## config.mk

```make
export PLATFORM = sky130hd
export DESIGN_NAME = right_shift_sequencer
export DESIGN_NICKNAME = d
export VERILOG_FILES = /design/src/rtl/shift_seq_pkg.sv /design/src/rtl/shift_seq_ctrl.sv /design/src/rtl/right_shift_sequencer.sv
export SDC_FILE = /design/constraint.sdc
export NUM_CORES = 1
export LEC_CHECK = 0
export CORE_ASPECT_RATIO = 1.25
export CORE_UTILIZATION = 45
export CTS_CLUSTER_DIAMETER = 30
export DETAILED_ROUTE_END_ITERATION = 12
export PLACE_DENSITY_LB_ADDON = 0.05
export SYNTH_ARGS = -nofsm -noshare
export SYNTH_HDL_FRONTEND = slang
export SYNTH_SLANG_ARGS = --single-unit
```

## constraint.sdc

```tcl
create_clock -name clk -period 2.6 [get_ports clk]
set_input_delay 0.26 -clock clk [delete_from_list [all_inputs] [get_ports clk]]
set_output_delay 0.26 -clock clk [all_outputs]
set_load 0.02 [all_outputs]
```

## src/rtl/shift_seq_pkg.sv

```systemverilog
// Shared types and constants for the right-shift sequencer.
package shift_seq_pkg;

  typedef enum logic [1:0] {
    IDLE,
    SHIFT,
    DONE
  } seq_state_t;

  localparam logic MODE_ARITH = 1'b0;
  localparam logic MODE_LOGIC = 1'b1;

endpackage

```

## src/rtl/shift_seq_ctrl.sv

```systemverilog
// Sequencer control: accepts a request, counts down the clamped shift amount
// one step per clock, then holds the response until the consumer takes it.
// Handshake outputs are registered so they depend on state only.
module shift_seq_ctrl
  import shift_seq_pkg::*;
#(
  parameter int WIDTH = 16,
  parameter int AMT_W = $clog2(WIDTH + 1)
) (
  input  logic             clk,
  input  logic             reset,
  input  logic             req_valid,
  input  logic [AMT_W-1:0] req_amt,
  input  logic             rsp_ready,
  output logic             load,
  output logic             step,
  output logic             req_ready,
  output logic             rsp_valid,
  output logic             busy
);

  seq_state_t       state;
  logic [AMT_W-1:0] cnt;
  logic [AMT_W-1:0] amt_clamped;

  // Amounts beyond the word width behave exactly like a full-width shift.
  always_comb begin
    amt_clamped = req_amt;
    if (req_amt > AMT_W'(WIDTH)) begin
      amt_clamped = AMT_W'(WIDTH);
    end
  end

  // Strobes for the datapath: capture on accept, shift once per SHIFT cycle.
  always_comb begin
    load = req_ready & req_valid;
    step = (state == SHIFT);
  end

  // Main FSM with down-counter and registered handshake/busy outputs.
  always_ff @(posedge clk or posedge reset) begin
    if (reset) begin
      state     <= IDLE;
      cnt       <= '0;
      req_ready <= 1'b1;
      rsp_valid <= 1'b0;
      busy      <= 1'b0;
    end else begin
      case (state)
        IDLE: begin
          if (req_valid) begin
            cnt       <= amt_clamped;
            req_ready <= 1'b0;
            busy      <= 1'b1;
            if (amt_clamped == '0) begin
              state     <= DONE;
              rsp_valid <= 1'b1;
            end else begin
              state <= SHIFT;
            end
          end
        end
        SHIFT: begin
          cnt <= cnt - 1'b1;
          if (cnt == AMT_W'(1)) begin
            state     <= DONE;
            rsp_valid <= 1'b1;
          end
        end
        DONE: begin
          if (rsp_ready) begin
            state     <= IDLE;
            rsp_valid <= 1'b0;
            busy      <= 1'b0;
            req_ready <= 1'b1;
          end
        end
        default: begin
          state     <= IDLE;
          cnt       <= '0;
          req_ready <= 1'b1;
          rsp_valid <= 1'b0;
          busy      <= 1'b0;
        end
      endcase
    end
  end

endmodule

```

## src/rtl/right_shift_sequencer.sv

```systemverilog
// Variable-amount right shifter built from a single one-bit shift step that
// is applied once per clock under control of shift_seq_ctrl.
module right_shift_sequencer
  import shift_seq_pkg::*;
#(
  parameter int WIDTH = 16,
  parameter int AMT_W = $clog2(WIDTH + 1)
) (
  input  logic             clk,
  input  logic             reset,
  input  logic             req_valid,
  output logic             req_ready,
  input  logic [WIDTH-1:0] req_data,
  input  logic [AMT_W-1:0] req_amt,
  input  logic             req_mode,
  output logic             rsp_valid,
  input  logic             rsp_ready,
  output logic [WIDTH-1:0] rsp_data,
  output logic             busy
);

  logic             load;
  logic             step;
  logic             mode_q;
  logic [WIDTH-1:0] work;
  logic [WIDTH-1:0] work_step;
  logic             fill_bit;

  shift_seq_ctrl #(
    .WIDTH(WIDTH),
    .AMT_W(AMT_W)
  ) u_ctrl (
    .clk      (clk),
    .reset    (reset),
    .req_valid(req_valid),
    .req_amt  (req_amt),
    .rsp_ready(rsp_ready),
    .load     (load),
    .step     (step),
    .req_ready(req_ready),
    .rsp_valid(rsp_valid),
    .busy     (busy)
  );

  // One-bit step: arithmetic replicates the sign bit, logical shifts in zero.
  always_comb begin
    fill_bit  = (mode_q == MODE_ARITH) ? work[WIDTH-1] : 1'b0;
    work_step = {fill_bit, work[WIDTH-1:1]};
  end

  // Work register: capture the word and mode on accept, shift while stepping.
  always_ff @(posedge clk or posedge reset) begin
    if (reset) begin
      work   <= '0;
      mode_q <= MODE_ARITH;
    end else if (load) begin
      work   <= req_data;
      mode_q <= req_mode;
    end else if (step) begin
      work <= work_step;
    end
  end

  assign rsp_data = work;

endmodule

```

==> results.sh <==
export IMPL_cts_root_buffer="clkbuf_4"
export IMPL_ant_nets=0
export IMPL_relSlewSlack_pct=43.6
export IMPL_netlist_area_um2=1350
export IMPL_critPathMaxFanout=15
export IMPL_vias=1146
export IMPL_min_period_over_period_pct=68.7
export IMPL_p_leak_uw=0.000775
export IMPL_antenna_found_initial=0
export IMPL_wl_um=2920
export IMPL_tightest_slew_ps=847
export IMPL_path_clk_slew_ps=140
export IMPL_internal_power_uw=1220
export IMPL_drive_above_1_share_pct=5.08
export IMPL_dp_slack_ps=835
export IMPL_boundaryPins=45
export IMPL_holdBufCountCts=0
export IMPL_initial_core_util_pct=49.0
export IMPL_cts_htree_levels=1
export IMPL_port_buffers=44
export IMPL_hold_viol_final=0
export IMPL_dieArea_um2=3230
export IMPL_powerDensity_nw_per_um2=1120
export IMPL_die_w_um=51.0
export IMPL_synth_ff_type="dfrtp_1"
export IMPL_worstSetupPathType="reg2reg"
export IMPL_yosys_register_bits=27
export IMPL_finalCriticalPeriod_ps=1790
export IMPL_drcViolationCount=0
export IMPL_coreArea_um2=2760
export IMPL_p_sw_uw=835
export IMPL_antennaDiodeCount=0
export IMPL_hold_ws_ps=285
export IMPL_drtIter0Drc=26
export IMPL_rows=21
export IMPL_async_flop_share_pct=100
export IMPL_worst_setup_path_start_kind="flip-flop"
export IMPL_grt_pass1_vias=1178
export IMPL_gp_congestion=0.834
export IMPL_setup_ws_ps=813
export IMPL_cts_setup_buffers=0
export IMPL_ir_drop_mv=0.622
export IMPL_tritoncts="built"
export IMPL_worstHoldPathType="in2async"
export IMPL_area_delta_synth_final_pct=35.6
export IMPL_clock_skew_final_ps=3.31
export IMPL_grt_max_degree=35
export IMPL_utilization_pct=66.4
export IMPL_setup_tns_ps=0
export IMPL_power_frac_seq_pct=38.0
export IMPL_p_comb_share_pct=53.4
export IMPL_dp_hpwl_um=2180
export IMPL_crit_required_ps=2820
export IMPL_syn_instance_count=136
export IMPL_power_frac_clock_pct=8.6
export IMPL_cap_violations=0
export IMPL_die_height_um=63.3
export IMPL_routedWlPerCell_um=13.8
export IMPL_dr_pass1_iters=4
export IMPL_report_final_slew_viol_count=0
export IMPL_synth_edf_count=0
export IMPL_rsz0062_at_grt="false"
export IMPL_ys_types=30
export IMPL_switching_share_pct=40.6
export IMPL_cts_buffer_depth=2
export IMPL_cts_resized=0
export IMPL_grt_usage_pct=20.7
export IMPL_gr_total_overflow=0
export IMPL_finalSetupViolCount=0
export IMPL_cp_end_kind="flip-flop"
export IMPL_max_freq_ghz=0.560
export IMPL_arrival_ps=2010
export IMPL_yosys_warnings=0
export IMPL_vias_per_cell=5.43
export IMPL_yosysSeqAreaShare_pct=50.1
export IMPL_clk_latency_ps=310
export IMPL_syn_nets=164
export IMPL_cts_buffers_inserted=3
export IMPL_synth_avg_cell_area_um2=9.94
export IMPL_cts_sinks=27
export IMPL_status="completed"
export IMPL_grt_pass1_wl_um=5170
export IMPL_final_nets=206
-- cell families after synthesis --
family          share of synthesized area, %
mux                                     12.8
flops                                   50.1
simple gates                            14.7
compound gates                          15.5
fa+ha+maj                               1.85
buf+inv                                 5.09
-- synth_stat cells (2+ instances only) --
master / instances / area share [%]
dfrtp_1: 26 / 48
nand2_1: 20 / 5.6
o21ai_0: 20 / 7.4
mux2i_1: 15 / 11
inv_1: 7 / 1.9
clkbuf_1: 6 / 1.7
nor2b_1: 4 / 1.9
a32oi_1: 3 / 1.9
nor2_1: 3 / 0.83
nor3_1: 3 / 1.1
o2bb2ai_1: 3 / 1.9
buf_4: 2 / 1.1
ha_1: 2 / 1.9
mux2_2: 2 / 1.7
nand2b_1: 2 / 0.93
nand3_1: 2 / 0.74
nor3b_1: 2 / 1.1
o22ai_1: 2 / 0.93
-- placed cells by master (no fill, tap or decap), types with 2 or more instances in the layout --
cell type,n
nand2_1,20
a32oi_1,3
o22ai_1,2
nand3_1,2
mux2i_1,15
nor3_1,3
nand2b_1,2
nor2b_1,4
clkbuf_4,3
o2bb2ai_1,3
inv_1,7
nor3b_1,2
o21ai_0,20
clkdlybuf4s50_1,44
buf_4,2
mux2_2,2
nor2_1,3
dfrtp_1,26
ha_1,2
-- worst max-delay path, cell delays in order, from the launching register on --
cell	delay, ps
dfrtp_1	550
nand2b_1	710
o2bb2ai_1	150
mux2_2	280
-- final cells by class --
class / count / area [µm²]
Tap cell: 34 / 42.5
Inverter: 7 / 26.3
Fill cell: 249 / 926
Sequential cell: 27 / 677
Multi-Input combinational cell: 93 / 606
Timing Repair Buffer: 46 / 455
Clock buffer: 4 / 26.3
-- power groups by stage --
| stage | registers, µW | clock network (µW) | logic [µW] |
|---|---|---|---|
| 2_1_floorplan | 886 | 0 | 604 |
| 3_5_place_dp | 791 | 0 | 1110 |
| 5_1_grt | 812 | 200 | 1210 |
| 3_3_place_gp | 785 | 0 | 1080 |
| 4_1_cts | 782 | 185 | 1110 |
| 6_report | 782 | 177 | 1100 |
-- state kept, by name (all words and copies together) (netlist names) --
name,cells
rsp_data,16
u_ctrl.cnt,5
u_ctrl.state,2
mode_q,1
u_ctrl.busy,1
u_ctrl.req_ready,1
u_ctrl.rsp_valid,1
-- metrics by stage --
| step | area, µm² | instances | total power [µW] |
|---|---|---|---|
| after CTS | 1830 | 211 | 2080 |
| after detailed placement | 1810 | 207 | 1900 |
| final | 1830 | 211 | 2060 |
| after global routing | 1830 | 211 | 2220 |
| after floorplan | 1350 | 136 | 1490 |
| after global placement | 1810 | 207 | 1870 |
-- final timing paths --
check                                              from                            to  slack (ps)  cells past startpoint
min                                               reset     u_ctrl.cnt[2]$_DFFE_PP0P_         290                      3
max in group asynchronous                         reset  u_ctrl.req_ready$_DFFE_PP1P_        2010                      3
max                         u_ctrl.state[1]$_DFFE_PP0P_     u_ctrl.cnt[1]$_DFFE_PP0P_         810                      3
max reg2reg                 u_ctrl.state[1]$_DFFE_PP0P_     u_ctrl.cnt[1]$_DFFE_PP0P_         810                      3
min in group clk                           req_data[13]      rsp_data[13]$_DFFE_PP0P_         480                      3
min reg2reg                u_ctrl.req_ready$_DFFE_PP1P_  u_ctrl.req_ready$_DFFE_PP1P_         510                      2
-- layer usage --
metal,track usage [%],up-vias,wire [µm]
li1,-,558,-
met1,25.8,557,1260
met2,37.0,29,1550
met3,2.90,2,97
met4,4.17,0,17
met5,0,-,0
No activity file was read; power rests on OpenSTA's default activity.
